## src/rtl/uart_rx_param.sv

```systemverilog
// Parametrised UART receiver: majority-vote oversampling, parity/framing/break detection,
// and a small receive FIFO with a valid/ready handshake towards the host.
`timescale 1ns/1ps
module uart_rx_param #(
    parameter int unsigned CLK_FREQ   = 50_000_000,
    parameter int unsigned BAUD_RATE  = 115200,
    parameter int unsigned OVERSAMPLE = 16,
    parameter int unsigned DATA_BITS  = 8,
    parameter int unsigned PARITY     = 0,
    parameter int unsigned STOP_BITS  = 1,
    parameter int unsigned FIFO_DEPTH = 4
) (
    input  logic                          clk,
    input  logic                          reset,
    input  logic                          rxd,
    output logic [DATA_BITS-1:0]          rx_data,
    output logic                          rx_valid,
    input  logic                          rx_ready,
    output logic                          parity_err,
    output logic                          frame_err,
    output logic                          break_det,
    output logic                          overrun,
    output logic [$clog2(FIFO_DEPTH):0]   fifo_count
);

    localparam int unsigned DIV_RAW = CLK_FREQ / (BAUD_RATE * OVERSAMPLE);
    localparam int unsigned DIV     = (DIV_RAW == 0) ? 1 : DIV_RAW;
    localparam int unsigned DIV_W   = $clog2(DIV + 1);
    localparam int unsigned SAMP_W  = $clog2(OVERSAMPLE);
    localparam int unsigned BIT_W   = $clog2(DATA_BITS + 1);
    localparam int unsigned PTR_W   = $clog2(FIFO_DEPTH);
    localparam int unsigned CNT_W   = PTR_W + 1;
    localparam int unsigned ENTRY_W = DATA_BITS + 2;

    localparam logic [DIV_W-1:0]  DIV_LAST  = DIV_W'(DIV - 1);
    localparam logic [SAMP_W-1:0] S_LO      = SAMP_W'(OVERSAMPLE / 2 - 1);
    localparam logic [SAMP_W-1:0] S_MID     = SAMP_W'(OVERSAMPLE / 2);
    localparam logic [SAMP_W-1:0] S_HI      = SAMP_W'(OVERSAMPLE / 2 + 1);
    localparam logic [SAMP_W-1:0] S_LAST    = SAMP_W'(OVERSAMPLE - 1);
    localparam logic [BIT_W-1:0]  BIT_LAST  = BIT_W'(DATA_BITS - 1);
    localparam logic              STOP_LAST = (STOP_BITS == 2);
    localparam logic [CNT_W-1:0]  FULL      = CNT_W'(FIFO_DEPTH);

    typedef enum logic [2:0] {
        StIdle,
        StStart,
        StData,
        StParity,
        StStop,
        StBrkWait
    } state_e;

    // Line synchroniser and tick divider
    logic             rxd_meta_q;
    logic             rxd_sync_q;
    logic [DIV_W-1:0] div_cnt_q;
    logic             tick;

    // Frame FSM
    state_e                 state_q;
    logic [SAMP_W-1:0]      samp_q;
    logic [1:0]             smp_q;
    logic [BIT_W-1:0]       bit_q;
    logic                   stop_idx_q;
    logic [DATA_BITS-1:0]   shift_q;
    logic                   par_bit_q;
    logic                   perr_q;
    logic                   ferr_q;
    logic                   break_det_q;

    logic                   vote;
    logic                   exp_par;
    logic                   last_stop;
    logic                   is_break;
    logic                   push;
    logic [ENTRY_W-1:0]     push_entry;

    // FIFO
    logic [ENTRY_W-1:0]     mem_q [FIFO_DEPTH];
    logic [PTR_W-1:0]       wr_ptr_q;
    logic [PTR_W-1:0]       rd_ptr_q;
    logic [CNT_W-1:0]       count_q;
    logic                   overrun_q;
    logic                   full;
    logic                   pop;
    logic                   do_push;
    logic [ENTRY_W-1:0]     head;

    always_ff @(posedge clk) begin
        if (reset) begin
            rxd_meta_q <= 1'b1;
            rxd_sync_q <= 1'b1;
            div_cnt_q  <= '0;
        end else begin
            rxd_meta_q <= rxd;
            rxd_sync_q <= rxd_meta_q;
            div_cnt_q  <= tick ? '0 : div_cnt_q + DIV_W'(1);
        end
    end

    always_comb begin
        tick      = (div_cnt_q == DIV_LAST);
        // Third vote sample is the live synchronised value at index OVERSAMPLE/2+1
        vote      = (smp_q[0] & smp_q[1]) | (smp_q[0] & rxd_sync_q) | (smp_q[1] & rxd_sync_q);
        exp_par   = (PARITY == 1) ? ~^shift_q : ^shift_q;
        last_stop = (stop_idx_q == STOP_LAST);
        is_break  = (shift_q == '0) && ((PARITY == 0) || !par_bit_q) && !vote && !stop_idx_q;
        push      = tick && (state_q == StStop) && (samp_q == S_HI) && last_stop && !is_break;
        push_entry = {ferr_q | ~vote, perr_q, shift_q};
    end

    always_ff @(posedge clk) begin
        if (reset) begin
            state_q     <= StIdle;
            samp_q      <= '0;
            smp_q       <= '0;
            bit_q       <= '0;
            stop_idx_q  <= 1'b0;
            shift_q     <= '0;
            par_bit_q   <= 1'b0;
            perr_q      <= 1'b0;
            ferr_q      <= 1'b0;
            break_det_q <= 1'b0;
        end else begin
            break_det_q <= 1'b0;
            if (tick) begin
                if (state_q != StIdle && state_q != StBrkWait) begin
                    samp_q <= (samp_q == S_LAST) ? '0 : samp_q + SAMP_W'(1);
                    if (samp_q == S_LO)  smp_q[0] <= rxd_sync_q;
                    if (samp_q == S_MID) smp_q[1] <= rxd_sync_q;
                end
                case (state_q)
                    StIdle: begin
                        if (!rxd_sync_q) begin
                            state_q    <= StStart;
                            samp_q     <= '0;
                            bit_q      <= '0;
                            stop_idx_q <= 1'b0;
                            perr_q     <= 1'b0;
                            ferr_q     <= 1'b0;
                        end
                    end
                    StStart: begin
                        if (samp_q == S_HI && vote) begin
                            state_q <= StIdle;
                        end else if (samp_q == S_LAST) begin
                            state_q <= StData;
                        end
                    end
                    StData: begin
                        if (samp_q == S_HI) begin
                            shift_q <= {vote, shift_q[DATA_BITS-1:1]};
                        end
                        if (samp_q == S_LAST) begin
                            if (bit_q == BIT_LAST) begin
                                state_q <= (PARITY != 0) ? StParity : StStop;
                            end else begin
                                bit_q <= bit_q + BIT_W'(1);
                            end
                        end
                    end
                    StParity: begin
                        if (samp_q == S_HI) begin
                            par_bit_q <= vote;
                            perr_q    <= (vote != exp_par);
                        end
                        if (samp_q == S_LAST) begin
                            state_q <= StStop;
                        end
                    end
                    StStop: begin
                        // Complete half a bit early so the next start edge is never missed
                        if (samp_q == S_HI) begin
                            if (is_break) begin
                                state_q     <= StBrkWait;
                                break_det_q <= 1'b1;
                            end else if (last_stop) begin
                                state_q <= StIdle;
                            end else begin
                                ferr_q <= ferr_q | ~vote;
                            end
                        end else if (samp_q == S_LAST) begin
                            stop_idx_q <= 1'b1;
                        end
                    end
                    StBrkWait: begin
                        if (rxd_sync_q) begin
                            state_q <= StIdle;
                        end
                    end
                    default: state_q <= StIdle;
                endcase
            end
        end
    end

    always_comb begin
        full    = (count_q == FULL);
        pop     = (count_q != '0) && rx_ready;
        do_push = push && (!full || pop);
    end

    always_ff @(posedge clk) begin
        if (!reset && do_push) begin
            mem_q[wr_ptr_q] <= push_entry;
        end
    end

    always_ff @(posedge clk) begin
        if (reset) begin
            wr_ptr_q  <= '0;
            rd_ptr_q  <= '0;
            count_q   <= '0;
            overrun_q <= 1'b0;
        end else begin
            overrun_q <= push && full && !pop;
            if (do_push) wr_ptr_q <= wr_ptr_q + PTR_W'(1);
            if (pop)     rd_ptr_q <= rd_ptr_q + PTR_W'(1);
            case ({do_push, pop})
                2'b10:   count_q <= count_q + CNT_W'(1);
                2'b01:   count_q <= count_q - CNT_W'(1);
                default: count_q <= count_q;
            endcase
        end
    end

    always_comb begin
        head       = mem_q[rd_ptr_q];
        rx_valid   = (count_q != '0);
        rx_data    = rx_valid ? head[DATA_BITS-1:0] : '0;
        parity_err = rx_valid & head[DATA_BITS];
        frame_err  = rx_valid & head[DATA_BITS+1];
        fifo_count = count_q;
        break_det  = break_det_q;
        overrun    = overrun_q;
    end

endmodule

```

## config.mk

```make
export PLATFORM = sky130hd
export DESIGN_NAME = uart_rx_param
export DESIGN_NICKNAME = d
export VERILOG_FILES = /design/src/rtl/uart_rx_param.sv
export SDC_FILE = /design/constraint.sdc
export NUM_CORES = 1
export LEC_CHECK = 0
export CORE_ASPECT_RATIO = 1.2
export CORE_MARGIN = 2
export CORE_UTILIZATION = 40
export DETAILED_ROUTE_END_ITERATION = 10
export PLACE_DENSITY_LB_ADDON = 0.05
export SYNTH_ARGS = -nofsm -noshare
export SYNTH_HDL_FRONTEND = slang
export SYNTH_SLANG_ARGS = --single-unit
```

## constraint.sdc

```tcl
create_clock -name clk -period 7.9 [get_ports clk]
set_clock_uncertainty 0.2 [all_clocks]
set_input_delay 1.185 -clock clk [delete_from_list [all_inputs] [get_ports clk]]
set_output_delay 1.185 -clock clk [all_outputs]
set_load 0.03 [all_outputs]
```

**After elaboration in Yosys (flattened, before gate mapping)**

Memory sizes are Yosys's and may differ from the RTL's. A register that Yosys moved wholly into a read port is not among the register bits.
Cells that the tools add are included.

- Add/subtract/negate cells: 7
- Equality and inequality tests: 30
- Muxes and demuxes: 36
- Bitwise operators: 13
- Reduce and logical (&&, ||, !) cells: 39

Operator list:

| operator | number |
|---|---|
| two-way mux 3 bit | 10 |
| two-way mux 4 bit | 7 |
| inequality test 2 bit, second input constant | 10 |
| one-hot mux 3 bit (6 select lines) | 1 |
| logical AND 1 bit | 13 |
| equality test 4 bit, second input constant | 3 |
| two-way mux 1 bit | 10 |
| AND reduction 5 bit | 2 |
| equality test 3 bit, second input constant | 3 |
| inequality test 3 bit, second input constant | 3 |
| AND reduction 3 bit | 3 |
| AND reduction 9 bit | 1 |
| adder 4 x 1 -> 4 bit, second input constant | 2 |
| equality test 4 x 3 -> 1 bit, second input constant | 2 |
| logical NOT 8 bit | 1 |
| two-way mux 8 bit | 1 |
| one-hot mux 4 bit (2 select lines) | 1 |
| nonzero test 2 bit | 4 |
| parity 8 bit | 1 |
| equality test 3 x 2 -> 1 bit, second input constant | 2 |
| logical NOT 1 bit | 6 |
| one-hot mux 1 bit (2 select lines) | 3 |
| one-hot mux 3 bit (2 select lines) | 1 |
| AND reduction 6 bit | 1 |
| other kinds (20) | 34 |

- Flip-flop bits (word level): 40
- RAM bits: 40
- Output and inout port bits: 16
- Memories kept: 1

Memories:

| name | depth | bits a word | rd ports | clocked after Yosys merged registers in | wr ports | line | text |
|---|---|---|---|---|---|---|---|
| mem_q | 4 | 10 | 1 | 1 | 1 | 79 | `logic [ENTRY_W-1:0] mem_q [FIFO_DEPTH];` |

**Depth between registers and ports, before layout**

- Depth in word-level cells: 12
- Mapped depth: 13
- Depth with buffers taken out: 12

**Worst setup path after synthesis**

No wires, ideal clock.

- Path kind: input-to-reg
- Start: input rx_ready
- End: register count_q[2], in the netlist fifo_count[2]
- Arrival time: 3211 ps
- Slack: 4418 ps
- Stages on the path: 10
- Cells stage by stage: or4b_2 > nand4_1 > nor4_2 > inv_1 > ha_1 > inv_1 > fa_1 > xor2_1 > or3_1 > a21oi_1

- Word-level cells in the longest chain between the ends: 5
- Elaborated cells between the ends (all ways): 7
- Classes of those cells: eq/ne (2); mux (1); reduce/logical (4)

Ends and longest elaborated chain:

| element | line | text |
|---|---|---|
| start, declared | 18 | `input logic rx_ready,` |
| logical AND 1 bit * | 199 | `pop = (count_q != '0) && rx_ready;` |
| logical OR 1 bit | 200 | `do_push = push && (!full \|\| pop);` |
| logical AND 1 bit | 200 |  |
| equality test 2 x 1 -> 1 bit / equality test 2 bit (equally long branches) | 219 | `case ({do_push, pop})` |
| one-hot mux 3 bit (2 select lines) / nonzero test 2 bit (equally long branches) | -- |  |
| end signal, assigned | 220 | `2'b10: count_q <= count_q + CNT_W'(1);` |
| end signal, assigned | 221 | `2'b01: count_q <= count_q - CNT_W'(1);` |
| end signal, assigned | 222 | `default: count_q <= count_q;` |
| end, declared | 82 | `logic [CNT_W-1:0] count_q;` |

Mark *: on every way between the ends. The rest lies on a longest branch, timed or not.
A chain may end at the register's enable or synchronous reset.

==> results.md <==
* Vias per inst at 5.15
* Layout Cell Area excl Fill at 4250 sq um
* Synth area leader: edfxtp_1
* Sequential share of power at a little under three fifths
* Critical Path Source Type: flop
* Post-CTS setup buffer count at 0
* Peak supply drop at approximately 95 uV
* Largest net degree at the start of global routing at 36
* Dpl hpwl at 4.71 mm
* F_max at 0.259 GHz
* Post-route insts no fill at 460
* CP Data Arrival Time at 2.48 ns
* Synth area leaders: edfxtp_1 (32%), dfxtp_1 (22%), mux4_2 (6.0%)
* NetSw at about 150 uW
* Async SR Flop Fraction at 0%
* Period utilization at between 40 and 50%
* Routed Antenna Nets at 0
* Placer congestion estimate at slightly below 0.8
* Mapped cell area at ~3800 sq um
* Area delta synth->final at 13.0%
* Power share of the clock group at 41.7%
* RSZ-0062 raised after global routing: false
* Initial core utilization at approximately two fifths
* Yosys warns at 0
* Combinational Power Share at under 10%
* CTS clk-pin slew, worst paths at roughly 0.08 ns
* H-tree levels at 3
* Shortest period the worst path allows at between 3 and 4 ns
* Cell Chain, Critical Path: mux4_2 -> and2_1 -> clkdlybuf4s50_1
* PD cells at about 180 nW/um^2
* Port bufs at 19
* Clock tree from TritonCTS: done
* Antenna violations before repair at 0
* WL per Instance at 14.9 um
* Total Power at 780 uW
* Outcome: complete, no violations
* Root Buffer: clkbuf_8
* DR pass1 iterations at 4
* CP Max Fanout at 10
* Pre-CTS setup slack at around 3.8 ns
* Utilization of the core after routing at between 40% and 50%
* Worst setup path class: flop to output pin
* Syn Inst Count at 320
* Total congestion overflow at 0
* Max-slew headroom at 53.6%
* Num Clock Sinks at 82
* CP endpoint kind: output pin
* Syn Area/Cell at roughly 12 sq um
* Final hold violations at 0
* Pint at between 600 and 700 uW
* Share of layout cells above drive strength 1 at ~11%
* Net Count, Synth at 340
* Nets at approximately 360
* Placed Instances at 444
* DR iter-0 viols at 63
* EDFF count, synth at 40
* Post-place instance area at 4040 sq um
* Worst skew pair latency at around 0.35 ns
* Register area share after synthesis at around 54%
* CP bufs+invs at 1
* Clock Path Buffers at 2
* Num CTS Buffers at 9
* Most Used Layer, Global Route: met2
* Via count at roughly 2400
* GRT Resource Usage Total at between 10 and 15%
* CP required at ~6.5 ns
* Switch share at roughly 20%
* Max stage delay on crit path at a little under 0.8 ns
* Row cnt at 38
* Worst Hold Class: flop to flop
* Fin Setup TNS at 0 ns
* GRT met3 Usage at 3.74%
* Most used flip-flop cell after synthesis: dfxtp_1
* Antenna diodes at 0
* DRC at 0
* Max-slew violations at 0
* Cell family with most CP delay: flip-flops
* Final hold slack at roughly 0.21 ns
* Max-Cap Viols at 0
* Vias in the first global route at between 2000 and 2500
* Die Wd at 92.6 um
* Leak Pwr at roughly 1.4 nW
* Top-area cell type share of the netlist area at 31.9%
* First-pass GRT wire length at around 11 mm
* Top-count cell post-synth: dfxtp_1
* Worst Tran Pin Value at 0.696 ns
* Die ar. at between 10000 and 15000 sq um
* Setup ws final at 4.04 ns
* PostCTS Resize Cnt at 0
* Die Span Y at approximately 110 um
* Worst path slowest cell: dfxtp_1
* Io pins at 20
* Setup violations, final at 0
* Synth cell count leaders: dfxtp_1 (42), edfxtp_1 (40), nor2_1 (38)
* Post-CTS Hold Buffers at 0
* Met1 GRT Util at 16.8%
* DRT Wirelength at just under 7 mm
* Core area at between 9000 and 10000 sq um
* Met2 usage in global routing at between 20% and 30%
* Library cells used by synthesis at 52
* Yosys reg bits at 82
-- worst paths after layout --
check | endpoint | slack [ns] | from | depth (start not counted)
worst max-delay path | rx_data[3] | 4.04 | flop | 3
worst min-delay path | rxd_sync_q$_SDFF_PP1_ | 0.21 | rxd_meta_q$_SDFF_PP1_ | 1
worst max register to register | fifo_count[2]$_SDFFE_PP0P_ | 4.84 | rxd_sync_q$_SDFF_PP1_ | 10
worst min register to register | rxd_sync_q$_SDFF_PP1_ | 0.21 | rxd_meta_q$_SDFF_PP1_ | 1
-- layout make-up --
class,count,area [sq um]
Clock buffer,12,135
Inverter,18,67.6
Tap cell,120,150
Fill cell,850,4830
Clock inverter,4,76.3
Sequential cell,82,2040
Multi-Input combinational cell,204,1580
Timing Repair Buffer,20,198
-- logic make-up (layout without fill, tap and decap cells) --
logic type,Yosys count,after routing,share of synthesized area (%)
XOR/XNOR,14,14,3.26
flip-flops,82,82,54.3
buffers and inverters,34,54,3.66
AND/OR/NAND/NOR,113,113,17.0
multiplexers,24,24,9.71
adder cells (fa/ha/maj),17,17,5.82
AO/OA/AOI/OAI,36,36,6.35
-- placed cells by master, fill, tap and decap left out, types with 9 or more instances in the layout --
cell / instances
xnor2_1: 9
and2_1: 15
nor2_1: 38
mux4_2: 10
clkdlybuf4s50_1: 19
a21oi_1: 10
inv_1: 18
edfxtp_1: 40
dfxtp_1: 42
clkbuf_8: 9
ha_1: 15
mux2i_1: 14
nand2_1: 10
-- registers in the layout, summed over array words and instances, names as in the netlist, named ones only --
| register | cells |
|---|---|
| rxd_meta_q | 1 |
| samp_q | 4 |
| perr_q | 1 |
| stop_idx_q | 1 |
| rd_ptr_q | 2 |
| overrun | 1 |
| smp_q | 2 |
| state_q | 3 |
| fifo_count | 3 |
| ferr_q | 1 |
| wr_ptr_q | 2 |
| bit_q | 4 |
| div_cnt_q | 5 |
| mem_q | 40 |
| shift_q | 8 |
| rxd_sync_q | 1 |
| break_det | 1 |
-- power by group through the flow --
stage	Sequential, mW	Combinational [mW]	Clock [mW]
6_report	0.445	0.0107	0.325
5_1_grt	0.445	0.0121	0.351
4_1_cts	0.444	0.0111	0.336
3_5_place_dp	0.454	0.0110	0
3_3_place_gp	0.454	0.0109	0
2_1_floorplan	0.454	0.00731	0
-- per-layer routing --
layer / vias to the layer above / routed length (um)
li1: 1179 / -
met4: 0 / 113
met1: 1151 / 3010
met5: - / 0
met3: 9 / 176
met2: 28 / 3570
No activity file was read; power rests on OpenSTA's default activity.
